--- src/rtl/debounce_pkg.sv ---
// ============================================================================
//  debounce_pkg : shared FSM state encoding and defaults for the debouncer
//  Rev 1.0 : initial release
// ============================================================================
`default_nettype none

package debounce_pkg;

  localparam int N_STABLE_DEFAULT = 16;

  // Bit 1 of the encoding is the debounced level of the channel.
  typedef enum logic [1:0] {
    IDLE_LO = 2'b00,
    WAIT_HI = 2'b01,
    IDLE_HI = 2'b11,
    WAIT_LO = 2'b10
  } db_state_e;

endpackage

`default_nettype wire

--- src/rtl/debounce_ch.sv ---
// ============================================================================
//  debounce_ch : one debounce channel (2-flop synchronizer, FSM, counter)
//  Rev 1.0 : initial release
// ============================================================================
`default_nettype none

module debounce_ch
  import debounce_pkg::*;
#(
  parameter int N_STABLE = N_STABLE_DEFAULT
) (
  input  logic clk,
  input  logic rst,
  input  logic b,
  output logic e,
  output logic tog
);

  localparam int            CW       = $clog2(N_STABLE + 1);
  localparam logic [CW-1:0] CNT_ONE  = CW'(1);
  localparam logic [CW-1:0] CNT_LAST = CW'(N_STABLE - 1);

  logic          sync1_q, sync1_d;
  logic          sync2_q, sync2_d;
  db_state_e     state_q, state_d;
  logic [CW-1:0] cnt_q,   cnt_d;

  assign sync1_d = b;
  assign sync2_d = sync1_q;

  always_ff @(posedge clk or posedge rst) begin
    if (rst) begin
      sync1_q <= 1'b0;
      sync2_q <= 1'b0;
      state_q <= IDLE_LO;
      cnt_q   <= '0;
    end else begin
      sync1_q <= sync1_d;
      sync2_q <= sync2_d;
      state_q <= state_d;
      cnt_q   <= cnt_d;
    end
  end

  // Toggle on the edge that would bring the count to N_STABLE, so the stored
  // count tops out at N_STABLE-1 and never wraps.
  always_comb begin
    state_d = state_q;
    cnt_d   = cnt_q;
    case (state_q)
      IDLE_LO: if (sync2_q) begin
        state_d = WAIT_HI;
        cnt_d   = CNT_ONE;
      end
      WAIT_HI: begin
        if (!sync2_q) begin
          state_d = IDLE_LO;
          cnt_d   = '0;
        end else if (cnt_q == CNT_LAST) begin
          state_d = IDLE_HI;
          cnt_d   = '0;
        end else begin
          cnt_d = cnt_q + CNT_ONE;
        end
      end
      IDLE_HI: if (!sync2_q) begin
        state_d = WAIT_LO;
        cnt_d   = CNT_ONE;
      end
      WAIT_LO: begin
        if (sync2_q) begin
          state_d = IDLE_HI;
          cnt_d   = '0;
        end else if (cnt_q == CNT_LAST) begin
          state_d = IDLE_LO;
          cnt_d   = '0;
        end else begin
          cnt_d = cnt_q + CNT_ONE;
        end
      end
      default: begin
        state_d = IDLE_LO;
        cnt_d   = '0;
      end
    endcase
  end

  assign e   = state_q[1];
  assign tog = state_d[1] ^ state_q[1];

endmodule

`default_nettype wire

--- src/rtl/debounce3.sv ---
// ============================================================================
//  debounce3 : three independent button debouncers plus a shared change pulse
//  Rev 1.0 : initial release
// ============================================================================
`default_nettype none

module debounce3
  import debounce_pkg::*;
#(
  parameter int N_STABLE = N_STABLE_DEFAULT
) (
  input  logic clk,
  input  logic rst,
  input  logic b1,
  input  logic b2,
  input  logic b3,
  output logic e1,
  output logic e2,
  output logic e3,
  output logic chg
);

  logic [2:0] tog;
  logic       chg_q, chg_d;

  debounce_ch #(.N_STABLE(N_STABLE)) u_ch1 (
    .clk(clk), .rst(rst), .b(b1), .e(e1), .tog(tog[0])
  );
  debounce_ch #(.N_STABLE(N_STABLE)) u_ch2 (
    .clk(clk), .rst(rst), .b(b2), .e(e2), .tog(tog[1])
  );
  debounce_ch #(.N_STABLE(N_STABLE)) u_ch3 (
    .clk(clk), .rst(rst), .b(b3), .e(e3), .tog(tog[2])
  );

  // Registered alongside the level flops so the pulse lines up with the new level.
  assign chg_d = |tog;

  always_ff @(posedge clk or posedge rst) begin
    if (rst) chg_q <= 1'b0;
    else     chg_q <= chg_d;
  end

  assign chg = chg_q;

endmodule

`default_nettype wire

--- config.mk ---
export PLATFORM = sky130hd
export DESIGN_NAME = debounce3
export DESIGN_NICKNAME = d
export VERILOG_FILES = /design/src/rtl/debounce_pkg.sv /design/src/rtl/debounce_ch.sv /design/src/rtl/debounce3.sv
export SDC_FILE = /design/constraint.sdc
export NUM_CORES = 1
export LEC_CHECK = 0
export ABC_AREA = 1
export BUFFER_PORTS_ARGS = -buffer_cell sky130_fd_sc_hd__buf_2
export CAP_MARGIN = 20
export CORE_ASPECT_RATIO = 0.5
export CORE_UTILIZATION = 41
export DETAILED_ROUTE_END_ITERATION = 8
export PLACE_DENSITY = 0.62
export SYNTH_ARGS = -nofsm -noshare
export SYNTH_HDL_FRONTEND = slang
export SYNTH_HIERARCHICAL = 1
export SYNTH_SLANG_ARGS = --single-unit
--- constraint.sdc ---
create_clock -name clk -period 1.91 [get_ports clk]
set_input_delay 0.0955 -clock clk [delete_from_list [all_inputs] [get_ports clk]]
set_output_delay 0.0955 -clock clk [all_outputs]
set_load 0.05 [all_outputs]
# Word-level counts from Yosys, hierarchy flattened
# Cells that the tools add are included.
# Widths: inputs -> output; s select.
# op_classes
n_reduce_logical	10
add_sub_neg	3
n_mux	39
bitwise	3
eq_ne	24
# ops
cell	n
$mux 5	15
$pmux 5 s4	3
$mux 2	18
$pmux 2 s4	3
$add 5x1->5 const B	3
$eq 5x4->1 const B	3
$eq 2x2->1 const B	6
$reduce_and 4->1	3
$ne 3x1->1 const B	3
$ne 3x3->1 const B	3
$eq 2x1->1 const B	3
$logic_not 2->1	3
$ne 2x1->1 const B	3
$ne 2x2->1 const B	3
$reduce_and 2->1	3
$reduce_or 3->1	1
$xor 1x1->1	3
# totals
word_cells	95
register_bits	28
out_inout_bits	4
in_bits	5

# Longest topological paths before layout
# depth
depth_word	6
ltp_mapped	11
depth_no_buf	11

# By module
# The synthesis kept the hierarchy.
# modules_own_cells
mod	cells_per_inst	seq_area_each_um2	instances	area_per_inst_um2
debounce_ch at u_ch2 ...	72	225.2	2	581.8
debounce_ch at u_ch1	71	225.2	1	576.8
debounce3	5	25.0	1	40.0

# Worst setup path before layout
# No wires, ideal clock.
# synth_path
path_type	register -> register
from	reg u_ch2.state_q[1]
to	reg chg_q, in the netlist chg
path_stages_with_launch	11
setup_time_ps	119
synth_period_minus_slack_ps	1799
arrival_time_ps	1680
slack_ps	111
path_cell_list	dfrtp_1 inv_1 ha_1 nand2_1 o21bai_1 nor2_1 nand2_1 nand3_1 nand2_1 nor2_1 nand2_1
# synth_via
elab_chain_cells	5
word_cells_on_any_way	13
classes_between	eq/ne: 3; mux: 7; bitwise: 1; reduce/logical: 2
# synth_rtl
item	line_no	text
from (decl)	debounce_ch.sv:25	db_state_e state_q, state_d;
from (signal assigned)	debounce_ch.sv:40	state_q <= state_d;
$mux 2, on equally long branches	debounce_ch.sv:74, debounce_ch.sv:59	
$mux 2, on equally long branches	debounce_ch.sv:71, debounce_ch.sv:56	
$pmux 2 s4	debounce_ch.sv:50	case (state_q)
$xor 1x1->1 (*)	debounce_ch.sv:89	assign tog = state_d[1] ^ state_q[1];
net tog[1]	debounce3.sv:23	logic [2:0] tog;
$reduce_or 3->1 (*)	debounce3.sv:37	assign chg_d = |tog;
net chg_d	debounce3.sv:24	logic chg_q, chg_d;
to (signal assigned)	debounce3.sv:41	else chg_q <= chg_d;
to (decl)	debounce3.sv:24	
# Mark *: on every way through the listed nets, which the timed path passes. The rest lies on a longest branch. The select of a mux whose other input is x is not followed.
# A chain may end at the register's enable or synchronous reset.

# Worst setup path in the final report
# Ends and elaborated chain as after synthesis.

==> metrics.log <==
[metrics] Initial DRT Pass Iterations: 4
[metrics] CP Launch Type: register
[metrics] CTS H-Tree Depth: 1
[metrics] max_slew headroom: 0.754
[metrics] post-synth top area cell: sky130_fd_sc_hd__dfrtp_1
[metrics] flops & latches, synth: 28
[metrics] number of max-cap violations: 0
[metrics] Fmax: 602 MHz
[metrics] chip height: 48.6 um
[metrics] unique cell type count in the Yosys netlist: 23
[metrics] Final Slew Violations: 0
[metrics] VDD IR max: 391 uV
[metrics] Top-Level Pins: 9
[metrics] maximum count of clock buffers along a single path: 2
[metrics] via count of the first global-routing pass: 1265
[metrics] number of buffers created by CTS: 3
[metrics] worst hold path type: primary input to asynchronous set/reset pin
[metrics] DRC violation total after the first TritonRoute iteration: 43
[metrics] clock-pin slew reported for the worst setup and hold paths after clock tree synthesis: 0.10 ns
[metrics] sum of routed wire length over all layers: 3100 um
[metrics] routed wirelength normalized by instance count: 10.7 um
[metrics] leading cell type in the layout, fill and taps excluded: sky130_fd_sc_hd__nand2_1
[metrics] RePlAce Congestion: 0.859
[metrics] post-route minimum period: 1.66 ns
[metrics] Residual DRC: 0
[metrics] count of endpoints failing hold in the final timing report: 0
[metrics] crit path kind: register to register
[metrics] unrepaired setup endpoints after global routing: no
[metrics] number of vias after detailed routing: 1379
[metrics] number of antenna-violating nets in the routed design: 0
[metrics] Multi-input gate area: 952 um^2
[metrics] starting density of the core: 0.442
[metrics] origin of the critical flop-to-flop path: u_ch2/state_q[1]
[metrics] largest net degree at the start of global routing: 17
[metrics] remaining global-route overflow: 0
[metrics] core area: 0.00402 mm^2
[metrics] Total Power Consumption: 1.92 mW
[metrics] number of warnings printed during yosys synthesis: 6
[metrics] Required @ worst endpoint: 2.08 ns
[metrics] commonest cells after routing, fill and taps aside: 61 x sky130_fd_sc_hd__nand2_1, 31 x sky130_fd_sc_hd__inv_1, 28 x sky130_fd_sc_hd__dfrtp_1
[metrics] detail-routed via count per cell: 4.76
[metrics] area growth from synthesis to layout: 12.3%
[metrics] end-of-flow core utilization: 0.497
[metrics] total inserted antenna cells: 0
[metrics] slew at the pin with the worst max-slew slack: 0.369 ns
[metrics] outcome: complete, no violations
[metrics] Synth Instances: 220
[metrics] number of clock sinks: 28
[metrics] standby leakage power: 1.05 nW
[metrics] clk_skew: 0.00417 ns
[metrics] flip-flop and latch area: 701 um^2
[metrics] power per cell area: 960 mW/mm^2
[metrics] root buffer cell: sky130_fd_sc_hd__clkbuf_8
[metrics] worst-path maximum fanout: 7
[metrics] antenna violations before repair: 0
[metrics] Critical Path Start: u_ch2/state_q[1]
[metrics] HPWL after detailed placement: 2410 um
[metrics] Clock Latency Late Sink: 0.28 ns
[metrics] category of the worst setup path capture point: register
[metrics] Post-Synthesis Mean Instance Area: 8.09 um^2
[metrics] CTS tree: done
[metrics] number of placement rows: 16
[metrics] fill cell count: 389
[metrics] global router's overall resource usage: 0.151
[metrics] synth top area cells: sky130_fd_sc_hd__dfrtp_1 39%, sky130_fd_sc_hd__ha_1 15%, sky130_fd_sc_hd__nand2_1 13%
[metrics] number of I/O port buffers: 8
[metrics] share of the synthesized area in the top cell type: 0.394
[metrics] portion of the post-synthesis area used by sequential elements: 0.394
[metrics] worst path arrival time: 1.83 ns
[metrics] global-route wire length before repair: 5470 um
[metrics] fraction of layout cells with a size suffix above 1: 0.119
[metrics] total of endpoints with negative setup slack in the final report: 0
[metrics] die width: 95.2 um
[metrics] Post-DP Area: 0.00189 mm^2
[metrics] portion of the clock cycle consumed by the worst path in the final layout: 0.870
[metrics] Total Die Area: 0.00463 mm^2
[metrics] final design instance area without fill: 0.00200 mm^2
[metrics] setup tns final: 0 ns
[metrics] netlist area before placement: 0.00178 mm^2
[metrics] post-layout net count: 263
[metrics] Mapped Nets: 246
-- worst max-delay path, stage by stage, from the launching register on --
cell                      delay, ns
sky130_fd_sc_hd__dfrtp_1       0.47
sky130_fd_sc_hd__inv_1         0.20
sky130_fd_sc_hd__ha_1          0.18
sky130_fd_sc_hd__nand2_1       0.08
sky130_fd_sc_hd__nor2_1        0.15
sky130_fd_sc_hd__nor2_1        0.05
sky130_fd_sc_hd__nand2_1       0.08
sky130_fd_sc_hd__nand2_1       0.07
sky130_fd_sc_hd__nand3_1       0.07
sky130_fd_sc_hd__nand2_1       0.05
sky130_fd_sc_hd__nor2_1        0.10
sky130_fd_sc_hd__nand2_1       0.06
-- path summary, 6_finish.rpt --
path	slack (ns)	to	cells after the start
worst min register to register	0.36	u_ch1/sync2_q	0
worst max-delay path	0.25	chg	11
min in group clk	0.36	u_ch1/sync2_q	0
worst max register to register	0.25	chg	11
worst min-delay path	0.22	chg	3
max in group asynchronous	1.30	u_ch2/state_q[0]	3
-- registers in the layout, indices dropped and copies added, names as in the netlist --
signal and flops:
u_ch1/cnt_q 5, u_ch2/cnt_q 5, u_ch3/cnt_q 5, u_ch1/state_q 2, u_ch2/state_q 2, u_ch3/state_q 2
chg 1, u_ch1/sync1_q 1, u_ch1/sync2_q 1, u_ch2/sync1_q 1, u_ch2/sync2_q 1, u_ch3/sync1_q 1
u_ch3/sync2_q 1
-- metrics by stage --
step           setup slack, ns  hold slack [ns]  std cells
5_1_grt                 0.0101            0.217        290
3_5_place_dp             0.259          -0.0246        282
4_1_cts                  0.240            0.212        290
2_1_floorplan            0.111           -0.176        220
6_report                 0.248            0.221        290
3_3_place_gp             0.275          -0.0395        282
-- metal layers --
| layer | vias up | part of all wire | routed length, um | GRT usage |
|---|---|---|---|---|
| met1 | 636 | 0.49 | 1530 | 0.196 |
| li1 | 727 | - | - | - |
| met5 | - | 0 | 0 | 0 |
| met2 | 14 | 0.47 | 1470 | 0.252 |
| met4 | 0 | 0.0035 | 11 | 0.0227 |
| met3 | 2 | 0.030 | 94 | 0.0472 |
-- synth_stat cells, drive strengths merged --
master / count
nand2: 64
inv: 34
dfrtp: 28
ha: 21
nor2: 21
nand3: 16
o21ai: 12
a21oi: 5
a22oi: 3
a31oi: 3
nand4: 3
o21bai: 3
xor2: 3
o21a: 2
a31o: 1
and2: 1
-- cell type report --
class	count	area share
tap	54	0.0338
multi-input combinational	158	0.476
timing repair buffer	12	0.0401
clock buffer	3	0.0207
inverter	34	0.0638
clock inverter	1	0.0150
sequential	28	0.350
-- power by group --
| part | leakage, nW | internal [mW] | total [mW] | switching, mW |
|---|---|---|---|---|
| combinational | 0.652 | 0.257 | 0.665 | 0.408 |
| clock | 0.0357 | 0.281 | 0.474 | 0.193 |
| sequential | 0.361 | 0.686 | 0.780 | 0.0943 |
| total | 1.05 | 1.22 | 1.92 | 0.696 |
-- timing repair --
action                                 4_1_cts  5_1_grt
resized for setup                            0        0
buffers inserted                             0        0
setup endpoints to repair                    0        0
hold buffers                                 4        0
endpoints found under the hold margin       31        0
-- cell families (layout without fill, tap and decap cells) --
family,Yosys count,in the layout,synth area share
compound gates,29,29,0.108
xor+xnor,3,3,0.0148
fa+ha+maj,21,21,0.148
buf+inv,34,50,0.0717
flops,28,28,0.394
simple gates,105,105,0.265
Power figures use the tool's default switching activity.
